## config.mk

```make
export PLATFORM = sky130hd
export DESIGN_NAME = multi_channel_timestamp_printer
export DESIGN_NICKNAME = d
export VERILOG_FILES = /design/src/rtl/multi_channel_timestamp_printer_pkg.sv /design/src/rtl/multi_channel_timestamp_printer_event_fifo.sv /design/src/rtl/multi_channel_timestamp_printer.sv
export SDC_FILE = /design/constraint.sdc
export NUM_CORES = 1
export LEC_CHECK = 0
export BUFFER_PORTS_ARGS = -buffer_cell sky130_fd_sc_hd__buf_2
export CELL_PAD_IN_SITES_DETAIL_PLACEMENT = 1
export CELL_PAD_IN_SITES_GLOBAL_PLACEMENT = 1
export CORE_UTILIZATION = 45
export CTS_CLUSTER_SIZE = 8
export DETAILED_ROUTE_END_ITERATION = 10
export PLACE_DENSITY_LB_ADDON = 0.1
export SETUP_SLACK_MARGIN = 0.02
export SLEW_MARGIN = 20
export SYNTH_ARGS = -nofsm -noshare
export SYNTH_HDL_FRONTEND = slang
export SYNTH_SLANG_ARGS = --single-unit
```

## constraint.sdc

```tcl
create_clock -name clk -period 5.2 [get_ports clk]
set_input_delay 0.78 -clock clk [delete_from_list [all_inputs] [get_ports clk]]
set_output_delay 0.78 -clock clk [all_outputs]
set_load 0.005 [all_outputs]
```

## src/rtl/multi_channel_timestamp_printer_pkg.sv

```systemverilog
// Shared constants and types for the multi-channel timestamp printer:
// ASCII framing bytes, command bytes, the software event id and printer states.
package multi_channel_timestamp_printer_pkg;

  localparam logic [7:0] ASCII_C     = 8'h43;
  localparam logic [7:0] ASCII_COLON = 8'h3A;
  localparam logic [7:0] ASCII_COMMA = 8'h2C;
  localparam logic [7:0] ASCII_CR    = 8'h0D;
  localparam logic [7:0] ASCII_LF    = 8'h0A;

  localparam logic [3:0] SW_EVENT_ID = 4'hF;

  localparam logic [7:0] CMD_ENABLE  = 8'h65;  // 'e'
  localparam logic [7:0] CMD_DISABLE = 8'h64;  // 'd'
  localparam logic [7:0] CMD_CLEAR   = 8'h63;  // 'c'
  localparam logic [7:0] CMD_HOST    = 8'h68;  // 'h'

  typedef enum logic [1:0] {
    ST_IDLE,
    ST_LOAD,
    ST_SEND,
    ST_GAP
  } prn_state_t;

endpackage

```

## src/rtl/multi_channel_timestamp_printer_event_fifo.sv

```systemverilog
// Synchronous event FIFO with a fall-through head; a push into a full FIFO is
// accepted only when a pop frees a slot in the same cycle.
module multi_channel_timestamp_printer_event_fifo #(
  parameter int WIDTH = 36,
  parameter int DEPTH = 8
) (
  input  logic             clk,
  input  logic             rst,
  input  logic             push,
  input  logic [WIDTH-1:0] push_data,
  input  logic             pop,
  output logic [WIDTH-1:0] head,
  output logic             full,
  output logic             empty
);

  localparam int AW = $clog2(DEPTH);

  logic [WIDTH-1:0] mem [DEPTH];
  logic [AW:0]      wr_ptr_reg;
  logic [AW:0]      rd_ptr_reg;
  logic             do_push;
  logic             do_pop;

  // Extra pointer bit distinguishes full from empty when the indices match.
  assign empty   = (wr_ptr_reg == rd_ptr_reg);
  assign full    = (wr_ptr_reg[AW] != rd_ptr_reg[AW]) &&
                   (wr_ptr_reg[AW-1:0] == rd_ptr_reg[AW-1:0]);
  assign do_pop  = pop && !empty;
  assign do_push = push && (!full || do_pop);
  assign head    = mem[rd_ptr_reg[AW-1:0]];

  always_ff @(posedge clk) begin
    if (do_push) begin
      mem[wr_ptr_reg[AW-1:0]] <= push_data;
    end
  end

  always_ff @(posedge clk) begin
    if (rst) begin
      wr_ptr_reg <= '0;
      rd_ptr_reg <= '0;
    end else begin
      if (do_push) wr_ptr_reg <= wr_ptr_reg + 1'b1;
      if (do_pop)  rd_ptr_reg <= rd_ptr_reg + 1'b1;
    end
  end

endmodule

```

## src/rtl/multi_channel_timestamp_printer.sv

```systemverilog
// Timestamps input edges against a free-running counter, queues them and prints
// each event over a UART byte interface as "C<id>:<ts>,<seq>\r\n" in hex.
module multi_channel_timestamp_printer
  import multi_channel_timestamp_printer_pkg::*;
#(
  parameter int NCH       = 4,
  parameter int COUNT_W   = 32,
  parameter int SEQ_W     = 16,
  parameter int DEPTH     = 8,
  parameter int EDGE_MODE = 0
) (
  input  logic           clk,
  input  logic           rst,
  input  logic [NCH-1:0] sig_in,
  output logic [7:0]     tx_data,
  output logic           new_tx_data,
  input  logic           tx_busy,
  input  logic [7:0]     rx_data,
  input  logic           new_rx_data,
  output logic           overrun,
  output logic [7:0]     drop_count
);

  localparam int TS_DIG  = COUNT_W / 4;
  localparam int SEQ_DIG = SEQ_W / 4;
  localparam logic [7:0] TS_FIRST  = 8'd3;
  localparam logic [7:0] COMMA_IDX = 8'(3 + TS_DIG);
  localparam logic [7:0] SEQ_FIRST = 8'(4 + TS_DIG);
  localparam logic [7:0] CR_IDX    = 8'(4 + TS_DIG + SEQ_DIG);
  localparam logic [7:0] LINE_LEN  = 8'(6 + TS_DIG + SEQ_DIG);

  function automatic logic [7:0] hex_ascii(input logic [3:0] nyb);
    return (nyb < 4'd10) ? (8'h30 + {4'h0, nyb}) : (8'h37 + {4'h0, nyb});
  endfunction

  logic [COUNT_W-1:0] count_reg;
  logic               enable_reg;
  logic               overrun_reg;
  logic [7:0]         drop_count_reg;
  logic               sw_pend_reg;
  logic [COUNT_W-1:0] sw_ts_reg;

  logic [NCH-1:0]     edge_flag;
  logic [NCH-1:0]     pending_reg;
  logic [NCH-1:0]     cap_en;
  logic [NCH-1:0]     edge_drop;
  logic [NCH-1:0]     grant_oh;
  logic [COUNT_W-1:0] cap_ts [NCH];

  logic               cmd_enable, cmd_disable, cmd_clear, cmd_host;
  assign cmd_enable  = new_rx_data && (rx_data == CMD_ENABLE);
  assign cmd_disable = new_rx_data && (rx_data == CMD_DISABLE);
  assign cmd_clear   = new_rx_data && (rx_data == CMD_CLEAR);
  assign cmd_host    = new_rx_data && (rx_data == CMD_HOST);

  genvar gi;
  generate
    for (gi = 0; gi < NCH; gi++) begin : g_ch
      logic               sync1_reg, sync2_reg, sync3_reg;
      logic               pend_reg;
      logic [COUNT_W-1:0] cap_reg;

      always_ff @(posedge clk) begin
        if (rst) begin
          sync1_reg <= 1'b0;
          sync2_reg <= 1'b0;
          sync3_reg <= 1'b0;
        end else begin
          sync1_reg <= sig_in[gi];
          sync2_reg <= sync1_reg;
          sync3_reg <= sync2_reg;
        end
      end

      if (EDGE_MODE == 0) begin : g_rise
        assign edge_flag[gi] = sync2_reg & ~sync3_reg;
      end else if (EDGE_MODE == 1) begin : g_fall
        assign edge_flag[gi] = ~sync2_reg & sync3_reg;
      end else begin : g_both
        assign edge_flag[gi] = sync2_reg ^ sync3_reg;
      end

      // An edge while the previous capture is still waiting is lost, not merged.
      assign cap_en[gi]    = edge_flag[gi] && enable_reg && !pend_reg;
      assign edge_drop[gi] = edge_flag[gi] && enable_reg && pend_reg;

      always_ff @(posedge clk) begin
        if (rst) begin
          pend_reg <= 1'b0;
          cap_reg  <= '0;
        end else begin
          pend_reg <= (pend_reg & ~grant_oh[gi]) | cap_en[gi];
          if (cap_en[gi]) cap_reg <= count_reg;
        end
      end

      assign pending_reg[gi] = pend_reg;
      assign cap_ts[gi]      = cap_reg;
    end
  endgenerate

  logic               any_pend;
  logic [3:0]         grant_id;
  logic [COUNT_W-1:0] grant_ts;

  always_comb begin
    grant_oh = '0;
    grant_id = '0;
    grant_ts = '0;
    any_pend = 1'b0;
    for (int i = NCH - 1; i >= 0; i--) begin
      if (pending_reg[i]) begin
        grant_oh    = '0;
        grant_oh[i] = 1'b1;
        grant_id    = 4'(i);
        grant_ts    = cap_ts[i];
        any_pend    = 1'b1;
      end
    end
  end

  logic                 fifo_full, fifo_empty, fifo_pop, fifo_push;
  logic [COUNT_W+3:0]   fifo_head;
  logic                 push_req, fifo_room, fifo_drop;
  logic                 sw_grant, host_accept, host_drop;
  logic [3:0]           push_id;
  logic [COUNT_W-1:0]   push_ts;

  // Software events only get the push port when no channel is waiting.
  assign sw_grant    = sw_pend_reg && !any_pend;
  assign push_req    = any_pend || sw_pend_reg;
  assign push_id     = any_pend ? grant_id : SW_EVENT_ID;
  assign push_ts     = any_pend ? grant_ts : sw_ts_reg;
  assign fifo_room   = !fifo_full || fifo_pop;
  assign fifo_push   = push_req && fifo_room;
  assign fifo_drop   = push_req && !fifo_room;
  assign host_accept = cmd_host && (!sw_pend_reg || sw_grant);
  assign host_drop   = cmd_host && sw_pend_reg && !sw_grant;

  multi_channel_timestamp_printer_event_fifo #(
    .WIDTH (4 + COUNT_W),
    .DEPTH (DEPTH)
  ) u_event_fifo (
    .clk       (clk),
    .rst       (rst),
    .push      (fifo_push),
    .push_data ({push_id, push_ts}),
    .pop       (fifo_pop),
    .head      (fifo_head),
    .full      (fifo_full),
    .empty     (fifo_empty)
  );

  logic [4:0] drop_inc;
  logic [7:0] drop_base;
  logic [8:0] drop_sum;
  logic       any_drop;

  always_comb begin
    drop_inc = {4'b0, fifo_drop} + {4'b0, host_drop};
    for (int i = 0; i < NCH; i++) begin
      drop_inc = drop_inc + {4'b0, edge_drop[i]};
    end
    drop_base = cmd_clear ? 8'd0 : drop_count_reg;
    drop_sum  = {1'b0, drop_base} + {4'b0, drop_inc};
  end

  assign any_drop = (|edge_drop) || fifo_drop || host_drop;

  always_ff @(posedge clk) begin
    if (rst) begin
      count_reg      <= '0;
      enable_reg     <= 1'b1;
      overrun_reg    <= 1'b0;
      drop_count_reg <= '0;
      sw_pend_reg    <= 1'b0;
      sw_ts_reg      <= '0;
    end else begin
      count_reg      <= count_reg + 1'b1;
      if (cmd_enable)  enable_reg <= 1'b1;
      if (cmd_disable) enable_reg <= 1'b0;
      overrun_reg    <= (overrun_reg && !cmd_clear) || any_drop;
      drop_count_reg <= (drop_sum > 9'd255) ? 8'hFF : drop_sum[7:0];
      sw_pend_reg    <= (sw_pend_reg && !sw_grant) || host_accept;
      if (host_accept) sw_ts_reg <= count_reg;
    end
  end

  prn_state_t         state_reg, state_next;
  logic               send_fire;
  logic [7:0]         byte_idx_reg;
  logic [3:0]         id_reg;
  logic [COUNT_W-1:0] ts_sh_reg;
  logic [SEQ_W-1:0]   seq_reg;
  logic [SEQ_W-1:0]   seq_sh_reg;
  logic [7:0]         tx_data_reg;
  logic               new_tx_data_reg;
  logic [7:0]         cur_byte;

  always_ff @(posedge clk) begin
    if (rst) state_reg <= ST_IDLE;
    else     state_reg <= state_next;
  end

  // The strobe is registered, so it is visible during GAP; the following SEND
  // cycle is the guaranteed idle cycle between strobes.
  always_comb begin
    state_next = state_reg;
    fifo_pop   = 1'b0;
    send_fire  = 1'b0;
    case (state_reg)
      ST_IDLE: if (!fifo_empty) state_next = ST_LOAD;
      ST_LOAD: begin
        fifo_pop   = 1'b1;
        state_next = ST_SEND;
      end
      ST_SEND: if (!tx_busy) begin
        send_fire  = 1'b1;
        state_next = ST_GAP;
      end
      ST_GAP:  state_next = (byte_idx_reg == LINE_LEN) ? ST_IDLE : ST_SEND;
      default: state_next = ST_IDLE;
    endcase
  end

  always_comb begin
    cur_byte = ASCII_LF;
    if (byte_idx_reg == 8'd0)            cur_byte = ASCII_C;
    else if (byte_idx_reg == 8'd1)       cur_byte = hex_ascii(id_reg);
    else if (byte_idx_reg == 8'd2)       cur_byte = ASCII_COLON;
    else if (byte_idx_reg < COMMA_IDX)  cur_byte = hex_ascii(ts_sh_reg[COUNT_W-1 -: 4]);
    else if (byte_idx_reg == COMMA_IDX) cur_byte = ASCII_COMMA;
    else if (byte_idx_reg < CR_IDX)     cur_byte = hex_ascii(seq_sh_reg[SEQ_W-1 -: 4]);
    else if (byte_idx_reg == CR_IDX)    cur_byte = ASCII_CR;
  end

  always_ff @(posedge clk) begin
    if (rst) begin
      new_tx_data_reg <= 1'b0;
      tx_data_reg     <= '0;
      byte_idx_reg    <= '0;
      id_reg          <= '0;
      ts_sh_reg       <= '0;
      seq_reg         <= '0;
      seq_sh_reg      <= '0;
    end else begin
      new_tx_data_reg <= send_fire;
      if (state_reg == ST_LOAD) begin
        id_reg       <= fifo_head[COUNT_W+3:COUNT_W];
        ts_sh_reg    <= fifo_head[COUNT_W-1:0];
        seq_reg      <= seq_reg + 1'b1;
        seq_sh_reg   <= seq_reg + 1'b1;
        byte_idx_reg <= '0;
      end
      if (send_fire) begin
        tx_data_reg  <= cur_byte;
        byte_idx_reg <= byte_idx_reg + 1'b1;
        if (byte_idx_reg >= TS_FIRST && byte_idx_reg < COMMA_IDX)
          ts_sh_reg <= ts_sh_reg << 4;
        if (byte_idx_reg >= SEQ_FIRST && byte_idx_reg < CR_IDX)
          seq_sh_reg <= seq_sh_reg << 4;
      end
    end
  end

  assign tx_data     = tx_data_reg;
  assign new_tx_data = new_tx_data_reg;
  assign overrun     = overrun_reg;
  assign drop_count  = drop_count_reg;

endmodule

```

==> metrics <==
setup tns final 0 ns; antenna violations before repair 0; Detail Placement HPWL 37200 µm; drt total wl 64700 µm; crit path DAT 4.05 ns; DRT Pass-1 Iters 5; H-Tree Depth 3; Clk pwr share 45.7%; Max Cap Violations 0; EDFF count, synth 280; leading area contributor after synthesis edfxtp_1; clock buffer depth 3; Synth area leaders edfxtp_1 34%, dfxtp_1 25%, nand2_1 7.0%; Routed WL per cell 20.4 µm; chip width 238 µm; DRT antenna net count 0; number of DRC markers in iteration 0 688; hold-fix buffer count after cts 0; gr usage total 23.5%; internal power 0.00830 W; Post-CTS Repair Setup Buffers 0; vias in the first global route 18744; CP Launch Type register; Reg2Reg Depth 13; Clk pin slew, worst setup/hold paths 0.05 ns; Tightest Pin Transition 1.00 ns; Yosys warnings 0; Post-Syn Area 0.0250 mm²; sw frac 23.3%; TritonCTS Buffers 84; Synth async-reset ratio 0%; post-CTS sizing 0; leakage power 8.98 nW; met1 Use GR 28.4%; P_sw 0.00252 W; Initial Util 45.5%; Max Clock Freq 0.280 GHz; I/O pins 34; Critical Path Fanout Max 36; combinational fraction of design power 6.7%; Final Core Density 51.0%; Worst Setup End Kind register; total core area 0.0550 mm²; first-pass GRT wire length 104000 µm; Synth top area share 33.6%; final net count 2409; busiest grt layer met2; max_slew headroom 32.7%; clock skew 0.0235 ns; Setup Viol. Count Final 0; Final period util 68.8%; Final min period 3.58 ns; sequential fraction of design power 47.6%; worst skew pair latency 0.61 ns; sequential area share after synthesis 58.9%; Synth cell types 61; GRT overflow 0; RePlAce Congestion 0.776; Remaining DRCs 0; Yosys reg bits 595; CTS Root Cell clkbuf_16; IO Port Bufs 32; final hold vios 0; CTS tree done; grt met3 use 3.63%; pin count of the biggest net entering global routing 113; clock sink count 595; Syn Nets 2452; Hold Crit Depth 2; Final Max Tran Viols 0; WP data required 5.67 ns; worst min path class in2reg; Worst VDD drop 0.212 mV; via count 17467; row count 86; Avg Cell Area, Syn 10.3 µm²; met2 GRT Util 42.8%; RSZ-0062 raised after global routing no; die area 0.0565 mm²; Area Overhead vs Synth 12.3%; Crit Path Class reg2reg; mean number of vias per cell 5.50; Main synth FF type dfxtp_1; power per cell area 385 mW/mm²; max FFs per register 280; Die Ht 238 µm; ratio of cells with drive above 1 in the final layout 9.81%; Gate Count Post-Synth 2417; status complete, no violations
-- routing by layer --
layer	part of all wire, %	vias up	wire [µm]
met1	43	8753	28000
met2	52	214	33400
met4	2.1	0	1340
met3	2.9	117	1900
met5	0	-	0
li1	-	8383	-
-- through the flow --
| stage | area, µm² | setup WS (ns) | power (W) | cells | hold slack, ns |
|---|---|---|---|---|---|
| 2_1_floorplan | 25000 | 0.200 | 0.00571 | 2417 | 0.414 |
| 3_5_place_dp | 25700 | 1.22 | 0.00597 | 3036 | 0.428 |
| 6_report | 28100 | 1.62 | 0.0108 | 3174 | 0.394 |
| 5_1_grt | 28100 | 1.28 | 0.0112 | 3173 | 0.379 |
| 4_1_cts | 28100 | 1.62 | 0.0110 | 3173 | 0.361 |
| 3_3_place_gp | 25700 | 1.35 | 0.00594 | 3036 | 0.421 |
-- Yosys cell counts (3+ instances only) --
cell type and n:
nand3b_1 5, buf_6 5, inv_1 56, nand2_1 465
a311oi_2 27, xnor2_1 36, or2_2 7, nor2_1 186
o22a_1 33, buf_1 11, dfxtp_1 315, and4_1 3
nor4_1 10, a211oi_1 19, mux2_2 4, or4_1 3
o211ai_1 4, mux2i_1 121, nand4_1 23, nor2b_1 21
ha_1 15, edfxtp_1 280, and2_1 8, a21oi_1 273
or3_1 7, fa_1 4, buf_2 16, nor4b_1 6
nor3b_1 6, nand2b_1 6, mux4_2 16, o21ai_0 56
clkbuf_1 161, nor3_1 23, and3_1 10, nand4b_1 3
nand3_1 54, a22oi_1 58, xor2_1 33
-- layout make-up --
cell class | instances | area, µm²
repair buffers | 65 | 443
fillers | 5946 | 26900
flip-flops and latches | 595 | 14700
diodes | 1 | 2.50
well taps | 748 | 936
inverters | 56 | 210
clock buffers | 132 | 2300
clock inverters | 5 | 58.8
multi-input cells | 1572 | 9390
-- power groups by stage --
stage	registers (W)	logic (W)	clock network [W]
after global routing	0.00516	0.000794	0.00526
after global placement	0.00523	0.000705	0
after floorplan	0.00520	0.000519	0
final	0.00515	0.000723	0.00494
after CTS	0.00515	0.000731	0.00508
after detailed placement	0.00524	0.000726	0
-- critical path: stages, from the launching register on --
cell and delay (ns):
dfxtp_1 0.31, buf_4 0.28, or4_1 0.55, buf_4 0.31
nor2_1 0.49, nor2_1 0.14, fa_1 0.43, inv_1 0.08
fa_1 0.21, nor2b_1 0.07, nor2_1 0.19, nor2_1 0.11
nand4_1 0.17, a21oi_1 0.10
-- logic make-up after synthesis --
kind of cell / count (synthesis) / share of synthesized area [%]
flops: 595 / 58.9
fa+ha+maj: 19 / 1.07
xor+xnor: 69 / 2.42
mux: 141 / 6.47
other cells: 1 / 0.0150
buf+inv: 250 / 4.00
simple gates: 851 / 14.6
compound gates: 491 / 12.5
-- placed cells by master, fill, tap and decap left out, types with 16 or more instances in the layout --
cell type and instances:
clkbuf_16 85, a311oi_2 27, nand3_1 54, buf_4 31, a21oi_1 272, buf_2 31, clkbuf_1 47, xor2_1 33
nor2_1 181, nand2_1 465, a211oi_1 18, dfxtp_1 312, inv_1 56, nor3_1 20, mux2i_1 121, nor2b_1 18
a22oi_1 58, nand4_1 23, mux4_2 16, o21ai_0 56, edfxtp_1 280, xnor2_1 36, o22a_1 33
-- path summary, 6_finish.rpt --
path | start | endpoint | slack [ns]
hold reg to reg | g_ch[2].sync1_reg | g_ch[2].sync2_reg | 0.44
hold / removal | sig_in[1] | g_ch[1].sync1_reg | 0.39
setup / recovery | g_ch[3].pend_reg | drop_count[1] | 1.62
setup reg to reg | g_ch[3].pend_reg | drop_count[1] | 1.62
No activity file was read; power rests on OpenSTA's default activity.
